==> config.mk <==
export PLATFORM = sky130hd
export DESIGN_NAME = div_controller
export DESIGN_NICKNAME = d
export VERILOG_FILES = /design/src/rtl/div_pkg.sv /design/src/rtl/div_iter_counter.sv /design/src/rtl/div_controller.sv
export SDC_FILE = /design/constraint.sdc
export NUM_CORES = 1
export LEC_CHECK = 0
export CORE_AREA = 2 2 39 41
export DETAILED_ROUTE_END_ITERATION = 12
export DIE_AREA = 0 0 41 43
export GPL_TIMING_DRIVEN = 0
export PLACE_DENSITY = 0.75
export SYNTH_ARGS = -nofsm -noshare
export SYNTH_HDL_FRONTEND = slang
export SYNTH_SLANG_ARGS = --single-unit
==> constraint.sdc <==
create_clock -name clk -period 3.6 [get_ports clk]
set_clock_uncertainty 0.2 [all_clocks]
set_input_delay 1.08 -clock clk [delete_from_list [all_inputs] [get_ports clk]]
set_output_delay 1.08 -clock clk [all_outputs]
set_load 0.05 [all_outputs]
==> src/rtl/div_pkg.sv <==
// div_pkg -- shared definitions for the restoring-divide controller.
//   div_state_e    : controller state encoding
//   DIV_ITERATIONS : default iteration count (= datapath dividend width)
//   DIV_CNT_W      : iteration counter width for the default count
//   div_cnt_w()    : counter width able to hold 0..n
package div_pkg;

  typedef enum logic [2:0] {
    IDLE,
    LOAD,
    RUN,
    FIX,
    DONE
  } div_state_e;

  function automatic int unsigned div_cnt_w(input int unsigned n);
    return $clog2(n + 1);
  endfunction

  localparam int unsigned DIV_ITERATIONS = 32;
  localparam int unsigned DIV_CNT_W      = div_cnt_w(DIV_ITERATIONS);

endpackage

==> src/rtl/div_iter_counter.sv <==
// div_iter_counter -- iteration counter for the divide controller.
//   clk     : clock
//   clr_i   : synchronous clear (wins over enable)
//   en_i    : count one iteration this cycle
//   count_o : iterations completed so far
//   tc_o    : this enabled cycle is the final iteration (count reaches ITERATIONS)
module div_iter_counter
  import div_pkg::*;
#(
  parameter int unsigned ITERATIONS = DIV_ITERATIONS,
  parameter int unsigned CW         = div_cnt_w(ITERATIONS)
) (
  input  logic          clk,
  input  logic          clr_i,
  input  logic          en_i,
  output logic [CW-1:0] count_o,
  output logic          tc_o
);

  logic [CW-1:0] count_q;
  logic [CW-1:0] count_d;

  always_comb begin
    count_d = count_q;
    if (clr_i)     count_d = '0;
    else if (en_i) count_d = count_q + CW'(1);
  end

  always_ff @(posedge clk) begin
    count_q <= count_d;
  end

  assign count_o = count_q;
  // Flag the edge that brings the count to ITERATIONS so the FSM leaves RUN
  // on exactly that edge.
  assign tc_o    = en_i && (count_q == CW'(ITERATIONS - 1));

endmodule

==> src/rtl/div_controller.sv <==
// div_controller -- sequencer for a restoring divider datapath.
//   clk          : clock, all state on posedge
//   Reset        : synchronous active-high reset (priority over Start)
//   Start        : request a division, sampled only in IDLE
//   Divisor_zero : divisor operand is zero, sampled in LOAD
//   Load         : one-cycle datapath load pulse
//   Run          : datapath iterate enable
//   pre_finish   : final remainder correction enable (FIX, DONE)
//   Ready        : quotient/remainder valid, held in IDLE until next Start
//   Busy         : LOAD, RUN or FIX
//   Div_by_zero  : last operation aborted on a zero divisor
//   Count        : iterations completed in the current operation
// Optional macro DIV_ZERO_DETECT_EN: abort straight to DONE on a zero
// divisor. Without it Divisor_zero is ignored and Div_by_zero reads 0.
module div_controller
  import div_pkg::*;
#(
  parameter  int unsigned ITERATIONS = DIV_ITERATIONS,
  localparam int unsigned CW         = div_cnt_w(ITERATIONS)
) (
  input  logic          clk,
  input  logic          Reset,
  input  logic          Start,
  input  logic          Divisor_zero,
  output logic          Load,
  output logic          Run,
  output logic          pre_finish,
  output logic          Ready,
  output logic          Busy,
  output logic          Div_by_zero,
  output logic [CW-1:0] Count
);

  div_state_e state_q, state_d;
  logic       ready_q, ready_d;
  logic       dbz_q, dbz_d;
  logic       cnt_clr, cnt_en, cnt_tc;

  div_iter_counter #(
    .ITERATIONS (ITERATIONS),
    .CW         (CW)
  ) u_cnt (
    .clk     (clk),
    .clr_i   (cnt_clr),
    .en_i    (cnt_en),
    .count_o (Count),
    .tc_o    (cnt_tc)
  );

  always_ff @(posedge clk) begin
    if (Reset) begin
      state_q <= IDLE;
      ready_q <= 1'b0;
      dbz_q   <= 1'b0;
    end else begin
      state_q <= state_d;
      ready_q <= ready_d;
      dbz_q   <= dbz_d;
    end
  end

  always_comb begin
    state_d    = state_q;
    ready_d    = ready_q;
    dbz_d      = dbz_q;
    cnt_clr    = Reset;
    cnt_en     = 1'b0;
    Load       = 1'b0;
    Run        = 1'b0;
    pre_finish = 1'b0;
    case (state_q)
      IDLE: begin
        // Clearing the count here makes Count read 0 already during LOAD.
        if (Start) begin
          state_d = LOAD;
          ready_d = 1'b0;
          dbz_d   = 1'b0;
          cnt_clr = 1'b1;
        end
      end
      LOAD: begin
        Load    = 1'b1;
        state_d = RUN;
`ifdef DIV_ZERO_DETECT_EN
        if (Divisor_zero) begin
          state_d = DONE;
          ready_d = 1'b1;
          dbz_d   = 1'b1;
        end
`endif
      end
      RUN: begin
        Run    = 1'b1;
        cnt_en = 1'b1;
        if (cnt_tc) state_d = FIX;
      end
      FIX: begin
        pre_finish = 1'b1;
        state_d    = DONE;
        ready_d    = 1'b1;
      end
      DONE: begin
        pre_finish = 1'b1;
        state_d    = IDLE;
      end
      default: state_d = IDLE;
    endcase
  end

  assign Ready = ready_q;
  assign Busy  = (state_q == LOAD) || (state_q == RUN) || (state_q == FIX);

`ifdef DIV_ZERO_DETECT_EN
  assign Div_by_zero = dbz_q;
`else
  assign Div_by_zero = 1'b0;
  logic unused_dz;
  assign unused_dz = Divisor_zero ^ dbz_q;
`endif

endmodule

==> impl_summary.log, run 1 <==
INFO  metric clkLatencyLatePin = 260 ps
INFO  metric synth_largest_area_cell = sky130_fd_sc_hd__dfxtp_1
INFO  metric hold_viol_final = 0
INFO  metric finalWeightedCongestion = between 0.6 and 0.7
INFO  metric vias_per_cell = just under 5
INFO  metric drt_drc_violations_left = 0
INFO  metric fin_total_pwr = 278 uW
INFO  metric ctsLongestPathBuffers = 2
INFO  metric p_leak = about 0.25 nW
INFO  metric max_slew_margin = 0.668
INFO  metric clock_sink_count = 10
INFO  metric ys_seq_elements = 10
INFO  metric route.antenna.remaining_nets = 0
INFO  metric nets = 80
INFO  metric std_cell_rows = 14
INFO  metric setup_viol = 0
INFO  metric antenna-diode-count = 0
INFO  metric synth.yosys.warnings = 0
INFO  metric area_delta_synth_final = 37.6%
INFO  metric post-route-min-period = 3350 ps
INFO  metric synth_sequential_area_ratio = 0.404
INFO  metric port_buffers = 13
INFO  metric fin_crit_sh = 0.931
INFO  metric hold_buffer_count_at_cts = 0
INFO  metric critical_path_capture_point_type = output pin
INFO  metric netlist_instances = 57
INFO  metric routed_wire_length_per_instance = 10.7 um
INFO  metric critical-path-max-stage-delay = 810 ps
INFO  metric pin_count_of_the_biggest_net_entering_global_routing = 11
INFO  metric synth_largest_type_area_fraction = 0.404
INFO  metric core_region_area = between 1000 and 1500 um2
INFO  metric setup-tns-final = 0 ps
INFO  metric crit_chain = buf_2 -> or3b_4 -> inv_1 -> clkdlybuf4s50_1
INFO  metric critical_path.slowest_cell = sky130_fd_sc_hd__clkdlybuf4s50_1
INFO  metric timing.critical_path.arrival = 2070 ps
INFO  metric drt_iter0_drc = 5
INFO  metric io_pins = 16
INFO  metric n_fill_cell = 143
INFO  metric antenna_violations_before_repair = 0
INFO  metric start_kind = register
INFO  metric cts.repair_timing.setup_buffer_count = 0
INFO  metric final_layout_size_suffix_gt1_frac = 0.189
INFO  metric synth_area = 495 um2
INFO  metric cts_inserted_buffers = 3
INFO  metric wire_length_of_the_first_global_routing_pass = 1580 um
INFO  metric syn-mean-instance-area = about 8.7 um2
INFO  metric htreeDepth = 1
INFO  metric synthDistinctLibCells = 28
INFO  metric via_count = 447
INFO  metric place.detailed.hpwl = 703 um
INFO  metric die_area = 1760 um2
INFO  metric yosys-top-cells-area = sky130_fd_sc_hd__dfxtp_1 (40%), sky130_fd_sc_hd__nand2_1 (5.3%), sky130_fd_sc_hd__xnor2_1 (5.3%)
INFO  metric initial_utilization = 0.358
INFO  metric post-route-util = 0.493
INFO  metric path_delay_family = buffers and inverters
INFO  metric post_cts_sizing = 0
INFO  metric mappedNetlistNets = 62
INFO  metric overall_global_routing_resource_usage = 0.139
INFO  metric irDropWorstVdd = 245 uV
INFO  metric achievable-frequency = 298 MHz
INFO  metric max_cap_violations = 0
INFO  metric result_of_the_run = finished clean
INFO  metric die_width = between 40 and 50 um
INFO  metric rsz0062_at_grt = no
INFO  metric drt_pre_antenna_iters = 2
INFO  metric via_count_of_the_first_global_routing_pass = 397
INFO  metric hold_ws = 271 ps
INFO  metric report.final.slew_viol_count = 0
INFO  metric postRouteWirelength = 959 um
INFO  metric root_buffer = sky130_fd_sc_hd__clkbuf_4
INFO  metric cp_num_buf_inv = 3
INFO  metric clock_tree_from_tritoncts = done
INFO  metric cp.required = 2320 ps
INFO  metric die_y = 43 um
INFO  metric cts.reportedPaths.clkPinSlew = 70 ps
INFO  metric transition_time_at_the_pin_with_the_least_slew_margin = roughly 500 ps
INFO  metric cellPowerDensity = ~410 nW/um2
INFO  metric globalRoute.totalOverflow = 0
INFO  metric hold_removal_path_class = register to register
INFO  metric critical_path_peak_fanout = 10
INFO  metric timing_worst_setup_path_type = register to output pin
[cell type report]
type / count / area, um2 / share of cell area
Sequential cell: 10 / 200 / 0.294
Timing Repair Buffer: 13 / 130 / 0.191
Multi-Input combinational cell: 40 / 256 / 0.376
Buffer: 5 / 31.3 / 0.0459
Inverter: 2 / 7.51 / 0.0110
Tap cell: 16 / 20.0 / 0.0294
Clock buffer: 4 / 36.3 / 0.0532
[cells in the final DEF, fill, tap and decap left out, types with 2 or more instances in the layout]
cell type	Yosys	layout
sky130_fd_sc_hd__nand3_1	2	2
sky130_fd_sc_hd__nor2_1	5	5
sky130_fd_sc_hd__dfxtp_1	10	10
sky130_fd_sc_hd__inv_1	2	2
sky130_fd_sc_hd__o21ai_0	2	2
sky130_fd_sc_hd__xnor2_1	3	3
sky130_fd_sc_hd__and4bb_2	2	2
sky130_fd_sc_hd__nand2_1	7	7
sky130_fd_sc_hd__clkdlybuf4s50_1	0	13
sky130_fd_sc_hd__clkbuf_4	0	3
sky130_fd_sc_hd__a21oi_1	4	4
sky130_fd_sc_hd__clkbuf_1	2	2
[sequential cells by signal (all words and copies together), names as in the netlist]
register,flops
state_q,3
u_cnt.count_o,6
Ready,1
[per-layer routing]
metal,up-vias,global-route usage,part of all wire
met2,14,0.184,0.43
met5,-,0,0
met4,0,0.0600,0.015
met1,200,0.169,0.48
li1,231,-,-
met3,2,0.0942,0.071
[worst paths after layout]
kind	endpoint	cells after the start	slack, ps	from
max	Run	4	250	state_q[0]
min	Ready	1	270	Ready
max reg2reg	u_cnt.count_o[5]	4	1790	state_q[0]
min reg2reg	Ready	1	270	Ready
[through the flow]
step | instances | worst slack (ps) | cell area [um2]
2_1_floorplan | 57 | 665 | 495
3_3_place_gp | 86 | 545 | 646
3_5_place_dp | 86 | 548 | 646
4_1_cts | 90 | 240 | 682
5_1_grt | 90 | 167 | 682
6_report | 90 | 248 | 682
[logic make-up (layout without fill, tap and decap cells)]
| group | after synthesis | count (layout) | share of synthesized area |
|---|---|---|---|
| AO/OA/AOI/OAI | 10 | 10 | 0.131 |
| XOR/XNOR | 3 | 3 | 0.0530 |
| adder cells (fa/ha/maj) | 1 | 1 | 0.0252 |
| buffers and inverters | 7 | 24 | 0.0783 |
| flip-flops | 10 | 10 | 0.404 |
| other | 1 | 1 | 0.00757 |
| AND/OR/NAND/NOR | 25 | 25 | 0.301 |
[cells in the mapped netlist (all sizes together)]
library cell,n
or3,1
or4,1
o41ai,1
or3b,2
nor2,5
conb,1
and4bb,2
nor3,1
clkbuf,2
nor4,1
or2,1
nor4b,1
nand2,7
a21oi,4
buf,3
o21ai,2
ha,1
dfxtp,10
o32a,1
a21o,1
nor3b,1
xnor2,3
inv,2
o31ai,1
nand3,2
[report_power, final]
| part | internal (mW) | switching (mW) |
|---|---|---|
| Clock | 0.0614 | 0.0387 |
| Combinational | 0.0238 | 0.0384 |
| Sequential | 0.114 | 0.00198 |
| Total | 0.199 | 0.0791 |
Power figures use the tool's default switching activity.
==> inputs of run 2 (changes only) <==
TNS_END_PERCENT = 1   (was not set)
==> results of run 2 <==
Final layout, timing and power as in run 1 (identical DEF).
